File: config.mk
export PLATFORM = sky130hd
export DESIGN_NAME = pmt_uart_tx_scheduler_flat
export DESIGN_NICKNAME = d
export VERILOG_FILES = /design/src/rtl/pmt_uart_pkg.sv /design/src/rtl/pmt_uart_tx_scheduler_if.sv /design/src/rtl/count_fifo.sv /design/src/rtl/pmt_uart_tx_scheduler.sv /design/src/flat_wrapper.sv
export SDC_FILE = /design/constraint.sdc
export NUM_CORES = 1
export LEC_CHECK = 0
export CAP_MARGIN = 10
export CORE_UTILIZATION = 40
export CTS_CLUSTER_DIAMETER = 40
export CTS_CLUSTER_SIZE = 8
export DETAILED_ROUTE_END_ITERATION = 12
export PLACE_DENSITY = 0.58
export SYNTH_ARGS = -nofsm -noshare
export SYNTH_HDL_FRONTEND = slang
export SYNTH_SLANG_ARGS = --single-unit
File: constraint.sdc
create_clock -name clk -period 9.3 [get_ports clk]
set_input_delay 1.86 -clock clk [delete_from_list [all_inputs] [get_ports clk]]
set_output_delay 1.86 -clock clk [all_outputs]
set_load 0.01 [all_outputs]
File: src/rtl/pmt_uart_pkg.sv
// Shared types and constants for the PMT UART transmit scheduler.
// A count byte saturates at COUNT_MAX so that 8'hFE and 8'hFF stay free for frame headers.
package pmt_uart_pkg;

  typedef enum logic [1:0] {
    MODE_PMT1 = 2'd0,
    MODE_PMT2 = 2'd1,
    MODE_SUM  = 2'd2,
    MODE_BOTH = 2'd3
  } mode_e;

  typedef enum logic [2:0] {
    IDLE,
    LOAD_TB,
    LOAD_CNT,
    ISSUE,
    WAIT_DONE
  } state_e;

  localparam logic [7:0] TB_HEADER = 8'hFE;
  localparam logic [7:0] COUNT_MAX = 8'hFD;

  // The argument is 9 bits wide so the carry out of a PMT1+PMT2 sum still saturates.
  function automatic logic [7:0] sat_count(input logic [8:0] value, input logic [7:0] ceiling);
    return (value > {1'b0, ceiling}) ? ceiling : value[7:0];
  endfunction

endpackage

File: src/rtl/pmt_uart_tx_scheduler_if.sv
// Handshake between the scheduler (master) and the UART transmitter (slave).
// uart_byte[7:0] goes on the line first; uart_two_bytes selects a two-byte frame.
interface pmt_uart_tx_scheduler_if;
  import pmt_uart_pkg::*;

  logic        uart_transmit;
  logic [15:0] uart_byte;
  logic        uart_two_bytes;
  logic        uart_busy;
  logic        uart_done;

  modport master (
    output uart_transmit, uart_byte, uart_two_bytes,
    input  uart_busy, uart_done
  );

  modport slave (
    input  uart_transmit, uart_byte, uart_two_bytes,
    output uart_busy, uart_done
  );

endinterface

File: src/rtl/count_fifo.sv
// Single-clock show-ahead FIFO holding {pmt2, pmt1} count records.
// A push into a full FIFO is accepted only when a pop frees a slot in the same cycle.
module count_fifo
#(
  parameter int FIFO_DEPTH = 16,
  parameter int ADDR_W     = 4,
  parameter int WIDTH      = 16
)
(
  input  logic              clk,
  input  logic              rst,
  input  logic              i_push,
  input  logic              i_pop,
  input  logic [WIDTH-1:0]  i_wdata,
  output logic [WIDTH-1:0]  o_rdata,
  output logic              o_full,
  output logic              o_empty,
  output logic [ADDR_W:0]   o_level
);
  import pmt_uart_pkg::*;

  logic [WIDTH-1:0]  r_mem [FIFO_DEPTH];
  logic [ADDR_W-1:0] r_wr_ptr;
  logic [ADDR_W-1:0] r_rd_ptr;
  logic [ADDR_W:0]   r_level;
  logic              w_wr;
  logic              w_rd;

  assign o_full  = (r_level == (ADDR_W + 1)'(FIFO_DEPTH));
  assign o_empty = (r_level == '0);
  assign o_level = r_level;
  assign o_rdata = r_mem[r_rd_ptr];
  assign w_rd    = i_pop && !o_empty;
  assign w_wr    = i_push && (!o_full || w_rd);

  // Pointers wrap naturally because FIFO_DEPTH is a power of two.
  always_ff @(posedge clk) begin
    if (rst) begin
      r_wr_ptr <= '0;
      r_rd_ptr <= '0;
      r_level  <= '0;
    end else begin
      if (w_wr) r_wr_ptr <= r_wr_ptr + ADDR_W'(1);
      if (w_rd) r_rd_ptr <= r_rd_ptr + ADDR_W'(1);
      case ({w_wr, w_rd})
        2'b10:   r_level <= r_level + (ADDR_W + 1)'(1);
        2'b01:   r_level <= r_level - (ADDR_W + 1)'(1);
        default: r_level <= r_level;
      endcase
    end
  end

  always_ff @(posedge clk) begin
    if (w_wr) r_mem[r_wr_ptr] <= i_wdata;
  end

endmodule

File: src/rtl/pmt_uart_tx_scheduler.sv
// Buffers per-timebin PMT counts and shares one UART between count frames and the
// timebin-factor report; a pending timebin report always wins arbitration in IDLE.
module pmt_uart_tx_scheduler
#(
  parameter int         FIFO_DEPTH    = 16,
  parameter int         ADDR_W        = 4,
  parameter logic [7:0] TB_HEADER     = 8'hFE,
  parameter logic [7:0] COUNT_MAX     = 8'hFD,
  parameter int         ISSUE_TIMEOUT = 1023
)
(
  input  logic                     clk,
  input  logic                     rst,
  input  logic                     i_bin_valid,
  input  logic [7:0]               i_pmt1_count,
  input  logic [7:0]               i_pmt2_count,
  input  logic [1:0]               i_mode,
  input  logic                     i_send_timebin,
  input  logic [7:0]               i_timebin_factor,
  input  logic                     i_stop,
  pmt_uart_tx_scheduler_if.master  uart,
  output logic [ADDR_W:0]          o_fifo_level,
  output logic [7:0]               o_overflow_count,
  output logic                     o_timeout_err,
  output logic                     o_busy
);
  import pmt_uart_pkg::*;

  localparam int TMR_W = $clog2(ISSUE_TIMEOUT + 1);

  state_e            r_state;
  logic              r_transmit;
  logic [15:0]       r_byte;
  logic              r_two;
  logic              r_is_tb;
  logic              r_tb_pending;
  logic              r_send_q;
  logic              r_send_q2;
  logic              r_timeout_err;
  logic [TMR_W-1:0]  r_timer;
  logic [15:0]       r_rec;
  logic [7:0]        r_overflow;

  logic              w_pop;
  logic              w_full;
  logic              w_empty;
  logic              w_drop;
  logic              w_tb_edge;
  logic              w_timeout;
  logic [15:0]       w_rdata;
  logic [ADDR_W:0]   w_level;
  logic [7:0]        w_s1;
  logic [7:0]        w_s2;
  logic [7:0]        w_sum;

  assign w_pop     = (r_state == IDLE) && !i_stop && !r_tb_pending && !w_empty;
  assign w_drop    = i_bin_valid && w_full && !w_pop;
  assign w_tb_edge = r_send_q && !r_send_q2;
  assign w_timeout = (r_state == ISSUE) && !uart.uart_busy &&
                     (r_timer == TMR_W'(ISSUE_TIMEOUT - 1));
  assign w_s1      = sat_count({1'b0, r_rec[7:0]}, COUNT_MAX);
  assign w_s2      = sat_count({1'b0, r_rec[15:8]}, COUNT_MAX);
  assign w_sum     = sat_count({1'b0, r_rec[7:0]} + {1'b0, r_rec[15:8]}, COUNT_MAX);

  count_fifo #(
    .FIFO_DEPTH (FIFO_DEPTH),
    .ADDR_W     (ADDR_W),
    .WIDTH      (16)
  ) u_fifo (
    .clk     (clk),
    .rst     (rst),
    .i_push  (i_bin_valid),
    .i_pop   (w_pop),
    .i_wdata ({i_pmt2_count, i_pmt1_count}),
    .o_rdata (w_rdata),
    .o_full  (w_full),
    .o_empty (w_empty),
    .o_level (w_level)
  );

  // A timed-out timebin frame is re-armed; a newer button edge also wins over the LOAD_TB clear.
  always_ff @(posedge clk) begin
    if (rst) begin
      r_send_q     <= 1'b0;
      r_send_q2    <= 1'b0;
      r_tb_pending <= 1'b0;
      r_overflow   <= 8'h00;
    end else begin
      r_send_q  <= i_send_timebin;
      r_send_q2 <= r_send_q;
      if (w_tb_edge || (w_timeout && r_is_tb)) r_tb_pending <= 1'b1;
      else if (r_state == LOAD_TB)             r_tb_pending <= 1'b0;
      if (w_drop && (r_overflow != 8'hFF)) r_overflow <= r_overflow + 8'h01;
    end
  end

  always_ff @(posedge clk) begin
    if (rst) begin
      r_state       <= IDLE;
      r_transmit    <= 1'b0;
      r_byte        <= 16'h0000;
      r_two         <= 1'b0;
      r_is_tb       <= 1'b0;
      r_timeout_err <= 1'b0;
      r_timer       <= '0;
      r_rec         <= 16'h0000;
    end else begin
      case (r_state)
        IDLE: begin
          if (!i_stop) begin
            if (r_tb_pending) begin
              r_state <= LOAD_TB;
            end else if (!w_empty) begin
              r_rec   <= w_rdata;
              r_state <= LOAD_CNT;
            end
          end
        end
        LOAD_TB: begin
          r_byte     <= {i_timebin_factor, TB_HEADER};
          r_two      <= 1'b1;
          r_is_tb    <= 1'b1;
          r_timer    <= '0;
          r_transmit <= 1'b1;
          r_state    <= ISSUE;
        end
        LOAD_CNT: begin
          case (mode_e'(i_mode))
            MODE_PMT2: begin r_byte <= {8'h00, w_s2};  r_two <= 1'b0; end
            MODE_SUM:  begin r_byte <= {8'h00, w_sum}; r_two <= 1'b0; end
            MODE_BOTH: begin r_byte <= {w_s2, w_s1};   r_two <= 1'b1; end
            default:   begin r_byte <= {8'h00, w_s1};  r_two <= 1'b0; end
          endcase
          r_is_tb    <= 1'b0;
          r_timer    <= '0;
          r_transmit <= 1'b1;
          r_state    <= ISSUE;
        end
        ISSUE: begin
          if (uart.uart_busy) begin
            r_transmit <= 1'b0;
            r_state    <= WAIT_DONE;
          end else if (w_timeout) begin
            r_transmit    <= 1'b0;
            r_timeout_err <= 1'b1;
            r_state       <= IDLE;
          end else begin
            r_timer <= r_timer + TMR_W'(1);
          end
        end
        WAIT_DONE: begin
          if (uart.uart_done) r_state <= IDLE;
        end
        default: r_state <= IDLE;
      endcase
    end
  end

  assign uart.uart_transmit  = r_transmit;
  assign uart.uart_byte      = r_byte;
  assign uart.uart_two_bytes = r_two;
  assign o_fifo_level        = w_level;
  assign o_overflow_count    = r_overflow;
  assign o_timeout_err       = r_timeout_err;
  assign o_busy              = (r_state != IDLE);

endmodule

File: src/flat_wrapper.sv
// flat-port wrapper written by rule: the top's interface ports become plain ports
module pmt_uart_tx_scheduler_flat import pmt_uart_pkg::*;
#(
  parameter int         FIFO_DEPTH    = 16,
  parameter int         ADDR_W        = 4,
  parameter logic [7:0] TB_HEADER     = 8'hFE,
  parameter logic [7:0] COUNT_MAX     = 8'hFD,
  parameter int         ISSUE_TIMEOUT = 1023
)
  (clk, rst, i_bin_valid, i_pmt1_count, i_pmt2_count, i_mode, i_send_timebin, i_timebin_factor, i_stop, o_fifo_level, o_overflow_count, o_timeout_err, o_busy, uart_uart_transmit, uart_uart_byte, uart_uart_two_bytes, uart_uart_busy, uart_uart_done);
  pmt_uart_tx_scheduler_if uart_i ();
  input  logic clk;
  input  logic rst;
  input  logic i_bin_valid;
  input  logic [7:0] i_pmt1_count;
  input  logic [7:0] i_pmt2_count;
  input  logic [1:0] i_mode;
  input  logic i_send_timebin;
  input  logic [7:0] i_timebin_factor;
  input  logic i_stop;
  output logic [ADDR_W:0] o_fifo_level;
  output logic [7:0] o_overflow_count;
  output logic o_timeout_err;
  output logic o_busy;
  output wire logic [$bits(uart_i.uart_transmit)-1:0] uart_uart_transmit;
  output wire logic [$bits(uart_i.uart_byte)-1:0] uart_uart_byte;
  output wire logic [$bits(uart_i.uart_two_bytes)-1:0] uart_uart_two_bytes;
  input wire logic [$bits(uart_i.uart_busy)-1:0] uart_uart_busy;
  input wire logic [$bits(uart_i.uart_done)-1:0] uart_uart_done;
  assign uart_uart_transmit = uart_i.uart_transmit;
  assign uart_uart_byte = uart_i.uart_byte;
  assign uart_uart_two_bytes = uart_i.uart_two_bytes;
  assign uart_i.uart_busy = uart_uart_busy;
  assign uart_i.uart_done = uart_uart_done;
  pmt_uart_tx_scheduler #(.FIFO_DEPTH(FIFO_DEPTH), .ADDR_W(ADDR_W), .TB_HEADER(TB_HEADER), .COUNT_MAX(COUNT_MAX), .ISSUE_TIMEOUT(ISSUE_TIMEOUT)) u_core (.clk(clk), .rst(rst), .i_bin_valid(i_bin_valid), .i_pmt1_count(i_pmt1_count), .i_pmt2_count(i_pmt2_count), .i_mode(i_mode), .i_send_timebin(i_send_timebin), .i_timebin_factor(i_timebin_factor), .i_stop(i_stop), .uart(uart_i), .o_fifo_level(o_fifo_level), .o_overflow_count(o_overflow_count), .o_timeout_err(o_timeout_err), .o_busy(o_busy));
endmodule
==> reports/results.ini <==
[critical_path]
end_kind = flop
reg2regPathDepth = 12
arrival_ns = 4.74
slowest_delay_ns = 0.68
path_cells = clkdlybuf4s50_1 > or4_4 > inv_6 > ha_1 > inv_1 > fa_1 > nor2b_1 > o21ai_0 > and3_1 > nor3_1 > xnor2_1 > nor2_1
crit_fanout = 21
start_kind = primary input
required_ns = 9.71
critPathKind = in -> reg
crit_slowest_cell = or4_4
reg2reg_slack_ns = 5.96

[logic_synthesis]
netlist_top_cells_area = edfxtp_1 (57%), mux4_2 (13%), dfxtp_1 (11%)
synth-compound-area-share_pct = 4.82
yosys_warnings = 0
syn_inst = 822
synth_top_family_by_area = multiplexers
synth_top_area_share_pct = 57.5
syn_avg_cell_area_sq_um = 16.3
synth_common_cells = edfxtp_1 (256), mux4_2 (80), dfxtp_1 (73), nor2_1 (72), nand2_1 (53)
synthSimpleGateAreaFrac_pct = 6.99
syn_area_sq_mm = 0.0134
synthXorXnorAreaFrac_pct = 1.90
synth.distinct_cells = 55
synth_nets = 877
yosys.area_share.adder_pct = 2.17
yosys.area.top_type = edfxtp_1
seq_area_frac_synth_pct = 68.4
synth_mux_area_share_pct = 13.6
ys_seq_elements = 329
asyncSetResetFlopFracSynth_pct = 0
ys.flop_type = edfxtp_1
synth_edf_count = 256
synth.most_common_cell = edfxtp_1

[placement]
place_hpwl_microns = 19100
dpl.cell_count = 1294
gp_routability_congestion = 0.812
port_buffers = 65

[drt]
postRouteAntennaNets = 0
drc = 0
routedWlPerCell_microns = 21.7
firstDrtPassIters = 4
routed_via_density = 5.28
drt_wl_total_microns = 29800
via_count = 7260
drt-initial-drc-count = 528

[clock_network]
cts_setup_buffers = 0
tritoncts = yes
cts_buffers = 50
htreeDepth = 2
hold_buffers = 0
clock-sinks = 329
clock_latency_ns = 0.57
ctsResizeCount = 0
clkTransAtPathRegs_ns = 0.05
ctsLongestPathBuffers = 3
root_buffer = clkbuf_16

[floorplan]
die_w_microns = 185
top_level_ports = 66
start_util_pct = 40.9
core_area_sq_mm = 0.0327
die_area_sq_mm = 0.0342
fp.dieH_microns = 185
fp-row-count = 66

[sta]
fin_hold_ws_ns = 0.450
tns_ns = 0
max_slew_margin_pct = 30.5
fmax_mhz = 231
tightest_slew_ns = 1.04
rsz0062_at_grt = false
slew_viol_final = 0
finClkSkew_ns = 0.0504
finalSetupViolCount = 0
fin_crit_sh_pct = 46.6
period_needed_ns = 4.33
hold_viol = 0

[pwr]
peakVddDrop_mv = 0.159
p_leak_nw = 5.09
power_w = 0.00427
p_per_area_mw_per_mm2 = 267

[min_path]
hold_path_depth = 2
hold_class = reg -> reg

[finish]
final_cell_count_no_fill = 1376
drive_gt1_share_pct = 19.2
antenna_cells = 0
area_growth_syn_to_layout_pct = 19.4
final_util_pct = 48.8
nets = 960

[global_routing]
grt_pass1_wl_microns = 45200
grt_pass1_vias = 7340
overflow = 0
antenna_found_initial = 1
grt_max_degree = 68
grt_util_all_layers_pct = 18.1

[run]
maxCapViolCount = 0

[status]
status = complete, no violations

layout make-up:
class / instances / area (sq um)
multi-input cells: 431 / 3990
clock inverters: 9 / 130
fillers: 2819 / 16700
clock buffers: 72 / 1350
inverters: 20 / 80.1
repair buffers: 73 / 712
flip-flops and latches: 329 / 9150
well taps: 442 / 553
worst max-delay path, delay by kind of cell:
kind,cells,cell delay [ns]
and+or+nand+nor,5,1.23
buffers and inverters,3,0.77
adders and majority gates,2,0.63
xor gates and xnor gates,1,0.14
AOI/OAI and AO/OA,1,0.11
state kept, by name, summed over array words and instances (netlist names):
signal                      count
u_core.r_tb_pending             1
u_core.r_timer                 10
u_core.r_send_q                 1
u_core.o_overflow_count         8
u_core.uart.uart_two_bytes      1
u_core.uart.uart_transmit       1
u_core.uart.uart_byte          16
u_core.r_rec                   16
u_core.o_timeout_err            1
u_core.u_fifo.r_mem           256
u_core.r_is_tb                  1
u_core.u_fifo.r_wr_ptr          4
u_core.u_fifo.r_rd_ptr          4
u_core.r_send_q2                1
u_core.u_fifo.o_level           5
u_core.r_state                  3
stage by stage:
step	setup WS [ns]	area, sq um
after floorplan	5.09	13400
after global placement	4.41	14500
after detailed placement	4.35	14500
after CTS	4.93	16000
after global routing	4.69	16000
final	4.97	16000
power breakdown:
group / internal [W] / total, W / switching, W
clock: 0.00103 / 0.00165 / 0.000622
sequential: 0.00168 / 0.00179 / 0.000106
combinational: 0.000406 / 0.000827 / 0.000421
total: 0.00312 / 0.00427 / 0.00115
routing by layer:
| layer | vias up | GRT usage (%) | wire, microns |
|---|---|---|---|
| met5 | - | 0 | 13 |
| met4 | 2 | 5.85 | 707 |
| met3 | 59 | 4.70 | 2190 |
| met2 | 188 | 28.3 | 13900 |
| met1 | 3641 | 24.7 | 13100 |
| li1 | 3370 | - | - |
cells in the final DEF, fill, tap and decap left out, types with 6 or more instances in the layout:
cell	count
a211oi_1	14
a21oi_1	36
a221oi_1	7
a22oi_1	6
buf_4	7
clkbuf_1	20
clkbuf_16	50
clkdlybuf4s50_1	64
dfxtp_1	71
edfxtp_1	256
ha_1	20
inv_1	19
mux4_2	80
nand2_1	53
nand3_1	8
nand4_1	9
nor2_1	59
nor2_2	14
nor2b_1	8
nor3_1	6
nor4_1	7
o21ai_0	19
xnor2_1	13
xor2_1	16
path summary, 6_finish.rpt:
kind / startpoint / to
setup reg to reg: u_core.r_state[2] / u_core.u_fifo.o_level[4]
setup / recovery: i_stop / u_core.u_fifo.o_level[4]
hold reg to reg: u_core.o_timeout_err / u_core.o_timeout_err
hold / removal: u_core.o_timeout_err / u_core.o_timeout_err
kinds of logic after synthesis:
logic type,after synthesis
xor gates and xnor gates,29
DFF,329
AOI/OAI and AO/OA,102
adders and majority gates,22
muxes,81
buffers and inverters,62
and+or+nand+nor,197
No activity file was read; power rests on OpenSTA's default activity.
